File: config.mk
export PLATFORM = sky130hd
export DESIGN_NAME = can_bit_destuffer_flat
export DESIGN_NICKNAME = d
export VERILOG_FILES = /design/src/rtl/can_pkg.sv /design/src/rtl/can_bit_destuffer_if.sv /design/src/rtl/can_sat_counter.sv /design/src/rtl/can_bit_destuffer.sv /design/src/flat_wrapper.sv
export SDC_FILE = /design/constraint.sdc
export NUM_CORES = 1
export LEC_CHECK = 0
export BUFFER_PORTS_ARGS = -buffer_cell sky130_fd_sc_hd__buf_2
export CORE_AREA = 5 5 42 44
export CTS_CLUSTER_DIAMETER = 100
export DETAILED_ROUTE_END_ITERATION = 6
export DIE_AREA = 0 0 47 49
export GPL_ROUTABILITY_DRIVEN = 0
export GPL_TIMING_DRIVEN = 1
export PLACE_DENSITY = 0.69
export SLEW_MARGIN = 10
export SYNTH_ARGS = -nofsm -noshare
export SYNTH_HDL_FRONTEND = slang
export SYNTH_HIERARCHICAL = 1
export SYNTH_SLANG_ARGS = --single-unit
File: constraint.sdc
create_clock -name clk -period 5 [get_ports clk]
set_input_delay 0.5 -clock clk [delete_from_list [all_inputs] [get_ports clk]]
set_output_delay 0.5 -clock clk [all_outputs]
set_load 0.01 [all_outputs]
File: src/rtl/can_pkg.sv
// can_pkg: shared CAN receive-path types and constants.
package can_pkg;

    typedef enum logic [1:0] {DS_NORMAL, DS_STUFF_EXP, DS_ERR} destuff_state_e;

    localparam int CAN_STUFF_LEN = 5;

endpackage

File: src/rtl/can_bit_destuffer_if.sv
// can_bit_destuffer_if: bit stream between the RX bit sampler and the RX frame FSM.
interface can_bit_destuffer_if;

    logic sample_point;
    logic bit_destuff_en;
    logic rx_bit;
    logic rx_data_bit;
    logic rx_data_valid;
    logic stuff_bit_dropped;
    logic stuff_err;
    logic stuff_err_flag;

    modport master (
        output sample_point, bit_destuff_en, rx_bit,
        input  rx_data_bit, rx_data_valid, stuff_bit_dropped, stuff_err, stuff_err_flag
    );

    modport slave (
        input  sample_point, bit_destuff_en, rx_bit,
        output rx_data_bit, rx_data_valid, stuff_bit_dropped, stuff_err, stuff_err_flag
    );

endinterface

File: src/rtl/can_sat_counter.sv
// can_sat_counter: W-bit event counter that saturates at all-ones, with synchronous clear.
module can_sat_counter #(
    parameter int W = 16
) (
    input  logic         clk,
    input  logic         rst_n,
    input  logic         clr,
    input  logic         inc,
    output logic [W-1:0] cnt
);

    logic [W-1:0] cnt_q, cnt_d;

    always_comb cnt_d = clr ? '0 : (inc && !(&cnt_q)) ? cnt_q + W'(1) : cnt_q;

    always_ff @(posedge clk or negedge rst_n)
        if (!rst_n) cnt_q <= '0;
        else        cnt_q <= cnt_d;

    assign cnt = cnt_q;

endmodule

File: src/rtl/can_bit_destuffer.sv
// can_bit_destuffer: removes CAN stuff bits and flags missing stuff bits on the RX path.
// Optional saturating statistics counters are built when CAN_DESTUFF_STATS_EN is defined.
module can_bit_destuffer
    import can_pkg::*;
#(
    parameter int STUFF_LEN = CAN_STUFF_LEN
`ifdef CAN_DESTUFF_STATS_EN
    , parameter int STAT_W = 16
`endif
) (
    input  logic                clk,
    input  logic                rst_n,
    input  logic                reset_mode,
    can_bit_destuffer_if.slave  bus
`ifdef CAN_DESTUFF_STATS_EN
    , output logic [STAT_W-1:0] stuff_bit_cnt,
    output logic [STAT_W-1:0]   stuff_err_cnt
`endif
);

    localparam int CNT_W = $clog2(STUFF_LEN + 1);
    localparam logic [CNT_W-1:0] CNT_ONE = CNT_W'(1);
    localparam logic [CNT_W-1:0] CNT_MAX = CNT_W'(STUFF_LEN);

    destuff_state_e   state_q, state_d;
    logic [CNT_W-1:0] cnt_q, cnt_d, run_cnt;
    logic             prev_q, prev_d;
    logic             data_q, data_d;
    logic             valid_q, valid_d;
    logic             drop_q, drop_d;
    logic             err_q, err_d;
    logic             en, bit_in;

    assign en     = bus.bit_destuff_en;
    assign bit_in = bus.rx_bit;

    always_comb begin
        state_d = state_q;
        cnt_d   = cnt_q;
        prev_d  = prev_q;
        data_d  = data_q;
        valid_d = 1'b0;
        drop_d  = 1'b0;
        err_d   = 1'b0;
        run_cnt = (bit_in == prev_q) ? cnt_q + CNT_ONE : CNT_ONE;
        if (reset_mode) begin
            state_d = DS_NORMAL;
            cnt_d   = CNT_ONE;
            prev_d  = 1'b1;
            data_d  = 1'b1;
        end else if (bus.sample_point) begin
            case (state_q)
                DS_NORMAL: begin
                    valid_d = 1'b1;
                    data_d  = bit_in;
                    prev_d  = bit_in;
                    cnt_d   = en ? run_cnt : CNT_ONE;
                    if (en && run_cnt == CNT_MAX) state_d = DS_STUFF_EXP;
                end
                DS_STUFF_EXP: begin
                    // With destuffing off the expected stuff slot is ordinary data.
                    if (!en || bit_in != prev_q) begin
                        valid_d = !en;
                        drop_d  = en;
                        data_d  = en ? data_q : bit_in;
                        cnt_d   = CNT_ONE;
                        prev_d  = bit_in;
                        state_d = DS_NORMAL;
                    end else begin
                        err_d   = 1'b1;
                        state_d = DS_ERR;
                    end
                end
                DS_ERR: begin
                    if (!en) begin
                        cnt_d   = CNT_ONE;
                        prev_d  = bit_in;
                        state_d = DS_NORMAL;
                    end
                end
                default: state_d = DS_NORMAL;
            endcase
        end
    end

    always_ff @(posedge clk or negedge rst_n) begin
        if (!rst_n) begin
            state_q <= DS_NORMAL;
            cnt_q   <= CNT_ONE;
            prev_q  <= 1'b1;
            data_q  <= 1'b1;
            valid_q <= 1'b0;
            drop_q  <= 1'b0;
            err_q   <= 1'b0;
        end else begin
            state_q <= state_d;
            cnt_q   <= cnt_d;
            prev_q  <= prev_d;
            data_q  <= data_d;
            valid_q <= valid_d;
            drop_q  <= drop_d;
            err_q   <= err_d;
        end
    end

    assign bus.rx_data_bit       = data_q;
    assign bus.rx_data_valid     = valid_q;
    assign bus.stuff_bit_dropped = drop_q;
    assign bus.stuff_err         = err_q;
    assign bus.stuff_err_flag    = state_q == DS_ERR;

`ifdef CAN_DESTUFF_STATS_EN
    // Counting the next-state pulses keeps each count aligned with its output pulse.
    can_sat_counter #(.W(STAT_W)) u_bit_cnt (
        .clk(clk), .rst_n(rst_n), .clr(reset_mode), .inc(drop_d), .cnt(stuff_bit_cnt)
    );
    can_sat_counter #(.W(STAT_W)) u_err_cnt (
        .clk(clk), .rst_n(rst_n), .clr(reset_mode), .inc(err_d), .cnt(stuff_err_cnt)
    );
`endif

endmodule

File: src/flat_wrapper.sv
// flat-port wrapper written by rule: the top's interface ports become plain ports
module can_bit_destuffer_flat import can_pkg::*;
#(
    parameter int STUFF_LEN = CAN_STUFF_LEN

)
  (clk, rst_n, reset_mode, bus_sample_point, bus_bit_destuff_en, bus_rx_bit, bus_rx_data_bit, bus_rx_data_valid, bus_stuff_bit_dropped, bus_stuff_err, bus_stuff_err_flag);
  can_bit_destuffer_if bus_i ();
  input  logic clk;
  input  logic rst_n;
  input  logic reset_mode;
  input wire logic [$bits(bus_i.sample_point)-1:0] bus_sample_point;
  input wire logic [$bits(bus_i.bit_destuff_en)-1:0] bus_bit_destuff_en;
  input wire logic [$bits(bus_i.rx_bit)-1:0] bus_rx_bit;
  output wire logic [$bits(bus_i.rx_data_bit)-1:0] bus_rx_data_bit;
  output wire logic [$bits(bus_i.rx_data_valid)-1:0] bus_rx_data_valid;
  output wire logic [$bits(bus_i.stuff_bit_dropped)-1:0] bus_stuff_bit_dropped;
  output wire logic [$bits(bus_i.stuff_err)-1:0] bus_stuff_err;
  output wire logic [$bits(bus_i.stuff_err_flag)-1:0] bus_stuff_err_flag;
  assign bus_i.sample_point = bus_sample_point;
  assign bus_i.bit_destuff_en = bus_bit_destuff_en;
  assign bus_i.rx_bit = bus_rx_bit;
  assign bus_rx_data_bit = bus_i.rx_data_bit;
  assign bus_rx_data_valid = bus_i.rx_data_valid;
  assign bus_stuff_bit_dropped = bus_i.stuff_bit_dropped;
  assign bus_stuff_err = bus_i.stuff_err;
  assign bus_stuff_err_flag = bus_i.stuff_err_flag;
  can_bit_destuffer #(.STUFF_LEN(STUFF_LEN)) u_core (.clk(clk), .rst_n(rst_n), .reset_mode(reset_mode), .bus(bus_i));
endmodule
After elaboration in Yosys (flattened, before gate mapping)
Index checks and enable logic that the tools add are counted.
{ "totals": {"register_bits": 10, "latchBits": 0, "ramBits": 0, "mem_bits_ro": 0, "input_bits": 6, "out_inout_bits": 5, "elab_cells": 61, "memories": 0} }
{ "op_classes": {"addsub": 1, "multipliers": 0, "n_div": 0, "magnitude_cmp": 0, "eq_ne": 9, "n_shift": 0, "n_mux": 34, "n_bitwise": 0, "reduce_logical": 10} }
{ "op_table": {"columns": ["op", "n"], "rows": [
  ["1-bit 2-to-1 mux", 18],
  ["3-bit 2-to-1 mux", 6],
  ["2-bit 2-to-1 mux", 5],
  ["3-bit case mux with 3 select lines", 1],
  ["4-bit AND reduction", 2],
  ["3-bit by 2-bit != test with 1-bit output (second input constant)", 2],
  ["3-bit != test (second input constant)", 2],
  ["2-bit case mux with 3 select lines", 1],
  ["1-bit case mux with 2 select lines", 2],
  ["4-bit nonzero test", 1],
  ["3-bit by 1-bit adder with 3-bit output (second input constant)", 1],
  ["3-bit equality test (second input constant)", 1],
  ["1-bit case mux with 3 select lines", 1],
  ["3-bit AND reduction", 1],
  ["3-bit nonzero test", 1],
  ["2-bit by 1-bit equality test with 1-bit output (second input constant)", 1],
  ["2-bit equality test (second input constant)", 1],
  ["2-bit zero test", 1],
  ["2-bit nonzero test", 1],
  ["1-bit equality test", 1],
  ["1-bit logical AND", 1],
  ["1-bit zero test", 1],
  ["1-bit logical OR", 1],
  ["1-bit != test", 1]
]} }

Depth between registers and ports, before layout
{ "depth": {"depth_word": 8, "depth_mapped": 6, "mapped_depth_nobuf": 6} }

Worst setup path before layout
OpenSTA, ideal clock, no wires.
{ "synth_timing": {"kind": "register to register", "from": "register u_core.cnt_q[0]", "to": "register u_core.state_q[1]", "setup_time_ns": 0.125, "arrival_ns": 1.436, "required_ns": 4.875, "slack_ns": 3.440, "stages_incl_launch_ff": 6, "path_buffers": 0, "synth_period_minus_slack_ns": 1.560, "path_cell_list": "dfstp_2 -> ha_1 -> xor2_1 -> nand4_1 -> o21ai_1 -> mux2_2"} }
{ "synth_between": {"elab_chain_cells": 6} }
{ "synth_rtl": {"columns": ["element", "line_no", "rtl"], "rows": [
  ["start, declared", "can_bit_destuffer.sv:26", "logic [CNT_W-1:0] cnt_q, cnt_d, run_cnt;"],
  ["start signal, assigned", "can_bit_destuffer.sv:97", "cnt_q <= cnt_d;"],
  ["3-bit by 1-bit adder with 3-bit output", "can_bit_destuffer.sv:45", "run_cnt = (bit_in == prev_q) ? cnt_q + CNT_ONE : CNT_ONE;"],
  ["3-bit 2-to-1 mux", "can_bit_destuffer.sv:45", null],
  ["3-bit equality test", "can_bit_destuffer.sv:58", "if (en && run_cnt == CNT_MAX) state_d = DS_STUFF_EXP;"],
  ["1-bit logical AND", "can_bit_destuffer.sv:58", null],
  ["3-bit by 2-bit != test with 1-bit output (no source line)", null, null],
  ["3-bit AND reduction (no source line)", null, null],
  ["end signal, assigned", "can_bit_destuffer.sv:96", "state_q <= state_d;"],
  ["end, declared", "can_bit_destuffer.sv:25", "destuff_state_e state_q, state_d;"]
]} }
Every way passes these cells.
A chain may end at the register's enable or synchronous reset.

Worst setup path in the final report
{ "layout_timing": {"from": "register u_core.state_q[0]", "to": "output port bus_stuff_err_flag"} }
{ "layout_between": {"elab_chain_cells": 1} }
{ "layout_rtl": {"columns": ["element", "line_no", "rtl"], "rows": [
  ["2-bit equality test", "can_bit_destuffer.sv:110", "assign bus.stuff_err_flag = state_q == DS_ERR;"],
  ["end, declared", "flat_wrapper.sv:19", "output wire logic [$bits(bus_i.stuff_err_flag)-1:0] bus_stuff_err_flag;"]
]} }
Every way passes these cells.

==> impl_metrics.xml <==
<?xml version="1.0" encoding="UTF-8"?>
<metrics>
  <group name="flow_run">
    <metric name="max_cap_violations" unit="">0</metric>
  </group>
  <group name="power_and_ir_drop">
    <metric name="logic_pwr_share" unit="%">16.2</metric>
    <metric name="switching_share" unit="%">25.97</metric>
    <metric name="seqPwrFrac" unit="%">47.2</metric>
    <metric name="netSwitchingPower" unit="mW">0.05229</metric>
    <metric name="portion_of_total_power_attributed_to_the_clock_network" unit="%">36.6</metric>
    <metric name="power" unit="mW">0.2013</metric>
    <metric name="ir_drop" unit="uV">183.6</metric>
    <metric name="leakage" unit="nW">0.3553</metric>
    <metric name="pwr_density_cell" unit="mW/mm^2">272.2</metric>
    <metric name="internal_power" unit="mW">0.1490</metric>
  </group>
  <group name="clocking">
    <metric name="postCtsSetupBuffers" unit="">0</metric>
    <metric name="clkSlewWorstSetupHoldPaths" unit="ps">70</metric>
    <metric name="cts.repair.resized" unit="">0</metric>
    <metric name="clkSinkCount" unit="">10</metric>
    <metric name="h-tree-depth" unit="">1</metric>
    <metric name="cts-buffers-inserted" unit="">3</metric>
    <metric name="clockRootBuffer" unit="">clkbuf_4</metric>
    <metric name="post_cts_hold_buffer_count" unit="">0</metric>
    <metric name="cts.path.max_buffers" unit="">2</metric>
    <metric name="worst_skew_pair_latency" unit="ps">270</metric>
    <metric name="cts_tree" unit="">built</metric>
  </group>
  <group name="sta">
    <metric name="fin_worst_hold_slack" unit="ps">80.42</metric>
    <metric name="finalMaxSlewViolations" unit="">0</metric>
    <metric name="finalCriticalPeriod" unit="ps">1724</metric>
    <metric name="timing.setup.tns" unit="ps">0</metric>
    <metric name="setup-violations-final" unit="">0</metric>
    <metric name="clock_skew" unit="ps">1.229</metric>
    <metric name="rsz0062_at_grt" unit="">false</metric>
    <metric name="timing.slew.headroom" unit="%">71.78</metric>
    <metric name="timing.fmax" unit="GHz">0.5800</metric>
    <metric name="worst_slew_pin_slew" unit="ps">420.3</metric>
    <metric name="timing.final.crit_share" unit="%">34.48</metric>
    <metric name="hold_viol" unit="">0</metric>
  </group>
  <group name="route">
    <metric name="detail_route.vias_per_cell" unit="">5.337</metric>
    <metric name="wl" unit="um">1239</metric>
    <metric name="drt_first_iter_violations" unit="">3</metric>
    <metric name="detail_route.wl_per_cell" unit="um">13.47</metric>
    <metric name="detailroute.via_count" unit="">491</metric>
    <metric name="postRouteAntennaNets" unit="">0</metric>
    <metric name="detail_route.first_pass.iterations" unit="">2</metric>
    <metric name="remaining_drc_errors" unit="">0</metric>
  </group>
  <group name="floorplan">
    <metric name="core.rowCount" unit="">14</metric>
    <metric name="fp.dieH" unit="um">49</metric>
    <metric name="initial_utilization" unit="%">45.54</metric>
    <metric name="die_x" unit="um">47</metric>
    <metric name="fp.coreArea" unit="mm^2">0.001401</metric>
    <metric name="floorplan.die_area" unit="mm^2">0.002303</metric>
    <metric name="ports_placed_on_the_boundary" unit="">11</metric>
  </group>
  <group name="finish">
    <metric name="antenna-diode-count" unit="">0</metric>
    <metric name="layout.nets" unit="">88</metric>
    <metric name="fill_cells" unit="">118</metric>
    <metric name="finish.cell_count_without_fillers" unit="">92</metric>
    <metric name="drive_gt1_share" unit="%">34.21</metric>
    <metric name="area_delta_synth_final" unit="%">15.88</metric>
  </group>
  <group name="synthesis">
    <metric name="syn_area" unit="um^2">638.1</metric>
    <metric name="ys_seq_area_share" unit="%">39.80</metric>
    <metric name="synthDistinctLibCells" unit="">30</metric>
    <metric name="syn-mean-instance-area" unit="um^2">10.13</metric>
    <metric name="synth_warnings" unit="">6</metric>
    <metric name="synth_cells" unit="">63</metric>
    <metric name="synth_flop_cell" unit="">dfrtp_1</metric>
    <metric name="yosys.cell_count.top_type" unit="">dfrtp_1</metric>
    <metric name="netlist_top_cells_area" unit="">dfrtp_1 (27%), dfstp_2 (12%), ha_1 (9.8%)</metric>
    <metric name="synth-edff-count" unit="">0</metric>
    <metric name="synth_largest_area_cell" unit="">dfrtp_1</metric>
    <metric name="postSynth.asyncResetShare" unit="%">100.0</metric>
    <metric name="postSynthNetCount" unit="">74</metric>
    <metric name="netlist.area_leader.share" unit="%">27.45</metric>
    <metric name="synth.cells.most_frequent" unit="">dfrtp_1 (7), ha_1 (5), nand2_1 (5)</metric>
    <metric name="synth_seq_cells" unit="">10</metric>
  </group>
  <group name="setup_path">
    <metric name="critical_path.endpoint_type" unit="">output port</metric>
    <metric name="regToRegSetupSlack" unit="ps">3290</metric>
    <metric name="crit_required" unit="ps">4500</metric>
    <metric name="crit_path_arrival_time" unit="ps">1220</metric>
    <metric name="worst-setup-path-type" unit="">reg -&gt; out</metric>
    <metric name="cpPeakStageDelay" unit="ps">400</metric>
    <metric name="crit_path_top_delay_cell" unit="">dfrtp_1</metric>
    <metric name="crit_path_max_fanout" unit="">7</metric>
    <metric name="worst_setup_path_start_kind" unit="">flip-flop</metric>
    <metric name="cp_cell_sequence" unit="">inv_1, ha_1, buf_2</metric>
  </group>
  <group name="placement">
    <metric name="port_buffers" unit="">10</metric>
    <metric name="dp.final_hpwl" unit="um">925.9</metric>
    <metric name="number_of_placed_instances_with_taps_included" unit="">88</metric>
  </group>
  <group name="grt">
    <metric name="initial_antenna_violation_count" unit="">0</metric>
    <metric name="grt_start_max_net_pins" unit="">12</metric>
    <metric name="global_route_wire_length_before_repair" unit="um">2076</metric>
    <metric name="grt.total_usage" unit="%">12.87</metric>
    <metric name="grt_residual_overflow" unit="">0</metric>
    <metric name="grt_pass1_vias" unit="">470</metric>
  </group>
  <group name="outcome">
    <metric name="result_of_the_run" unit="">finished clean</metric>
  </group>
  <group name="hold_path">
    <metric name="worst_hold_path_type" unit="">in -&gt; async</metric>
  </group>
</metrics>
==> flip-flops by register name (all words and copies together) (netlist names) <==
register                      flops
u_core/bus.stuff_bit_dropped      1
u_core/state_q                    2
u_core/cnt_q                      3
u_core/bus.rx_data_valid          1
u_core/bus.stuff_err              1
u_core/prev_q                     1
u_core/bus.rx_data_bit            1
==> final timing paths <==
kind                                                from                                endpoint  cells after the start
max in group asynchronous                          rst_n             u_core/cnt_q[0]$_DFFE_PN1P_                      1
min in group clk               u_core/prev_q$_DFFE_PN1P_               u_core/prev_q$_DFFE_PN1P_                      2
hold reg to reg                u_core/prev_q$_DFFE_PN1P_               u_core/prev_q$_DFFE_PN1P_                      2
hold / removal                                     rst_n  u_core/bus.stuff_bit_dropped$_DFF_PN0_                      1
setup reg to reg             u_core/cnt_q[0]$_DFFE_PN1P_           u_core/state_q[1]$_DFFE_PN0P_                      5
setup / recovery           u_core/state_q[0]$_DFFE_PN0P_                      bus_stuff_err_flag                      3
==> worst max-delay path: cells and delay by family, from the launching register on <==
kind,cells,cell delay (ps)
flip-flops,1,400
buffers and inverters,2,280
adder cells (fa/ha/maj),1,270
==> cell usage in the layout, fill, tap and decap left out, drive strengths merged, types with 2 or more instances in the layout <==
cell    instances
ha              5
nand2           5
and4b           3
clkbuf          4
inv             3
nand2b          4
a21oi           2
o21ai           7
mux2i           2
nor2            4
dfstp           3
or3             2
buf            10
dfrtp           7
nor2b           2
==> stage by stage <==
stage               worst slack (ps)  util, %  cell area (um^2)
CTS                             3270    52.77             739.5
global route                    3181    52.77             739.5
detailed placement              3298    50.18             703.2
finish                          3276    52.77             739.5
global placement                3315    50.18             703.2
floorplan                       3440        -             638.1
==> cell type report <==
cell class / count / area (um^2) / area share (%)
Clock buffer: 4 / 36.28 / 4.907
Multi-Input combinational cell: 49 / 367.9 / 49.75
Tap cell: 16 / 20.02 / 2.707
Inverter: 3 / 11.26 / 1.523
Sequential cell: 10 / 254.0 / 34.35
Timing Repair Buffer: 10 / 50.05 / 6.768
==> per-layer routing <==
layer / GRT usage [%] / wire [um] / up-vias
li1: - / - / 251
met1: 16.70 / 557 / 224
met2: 17.42 / 559 / 12
met3: 3.321 / 86 / 4
met4: 9.677 / 36 / 0
met5: 0 / 0 / -
==> logic make-up (layout without fill, tap and decap cells) <==
kind of cell    after synthesis  after routing  synth area share [%]
compound gates               11             11                 10.78
fa+ha+maj                     5              5                 9.804
xor+xnor                      2              2                 2.746
mux                           3              3                 4.902
flops                        10             10                 39.80
simple gates                 28             28                 29.41
buf+inv                       4             17                 2.548
==> power by group through the flow <==
stage	clock network, mW	registers [mW]	logic, mW
2_1_floorplan	0	0.0957	0.0227
3_3_place_gp	0	0.0961	0.0320
3_5_place_dp	0	0.0963	0.0327
4_1_cts	0.0759	0.0949	0.0327
5_1_grt	0.0792	0.0956	0.0382
6_report	0.0736	0.0950	0.0327
(Power assumes the default switching activity.)
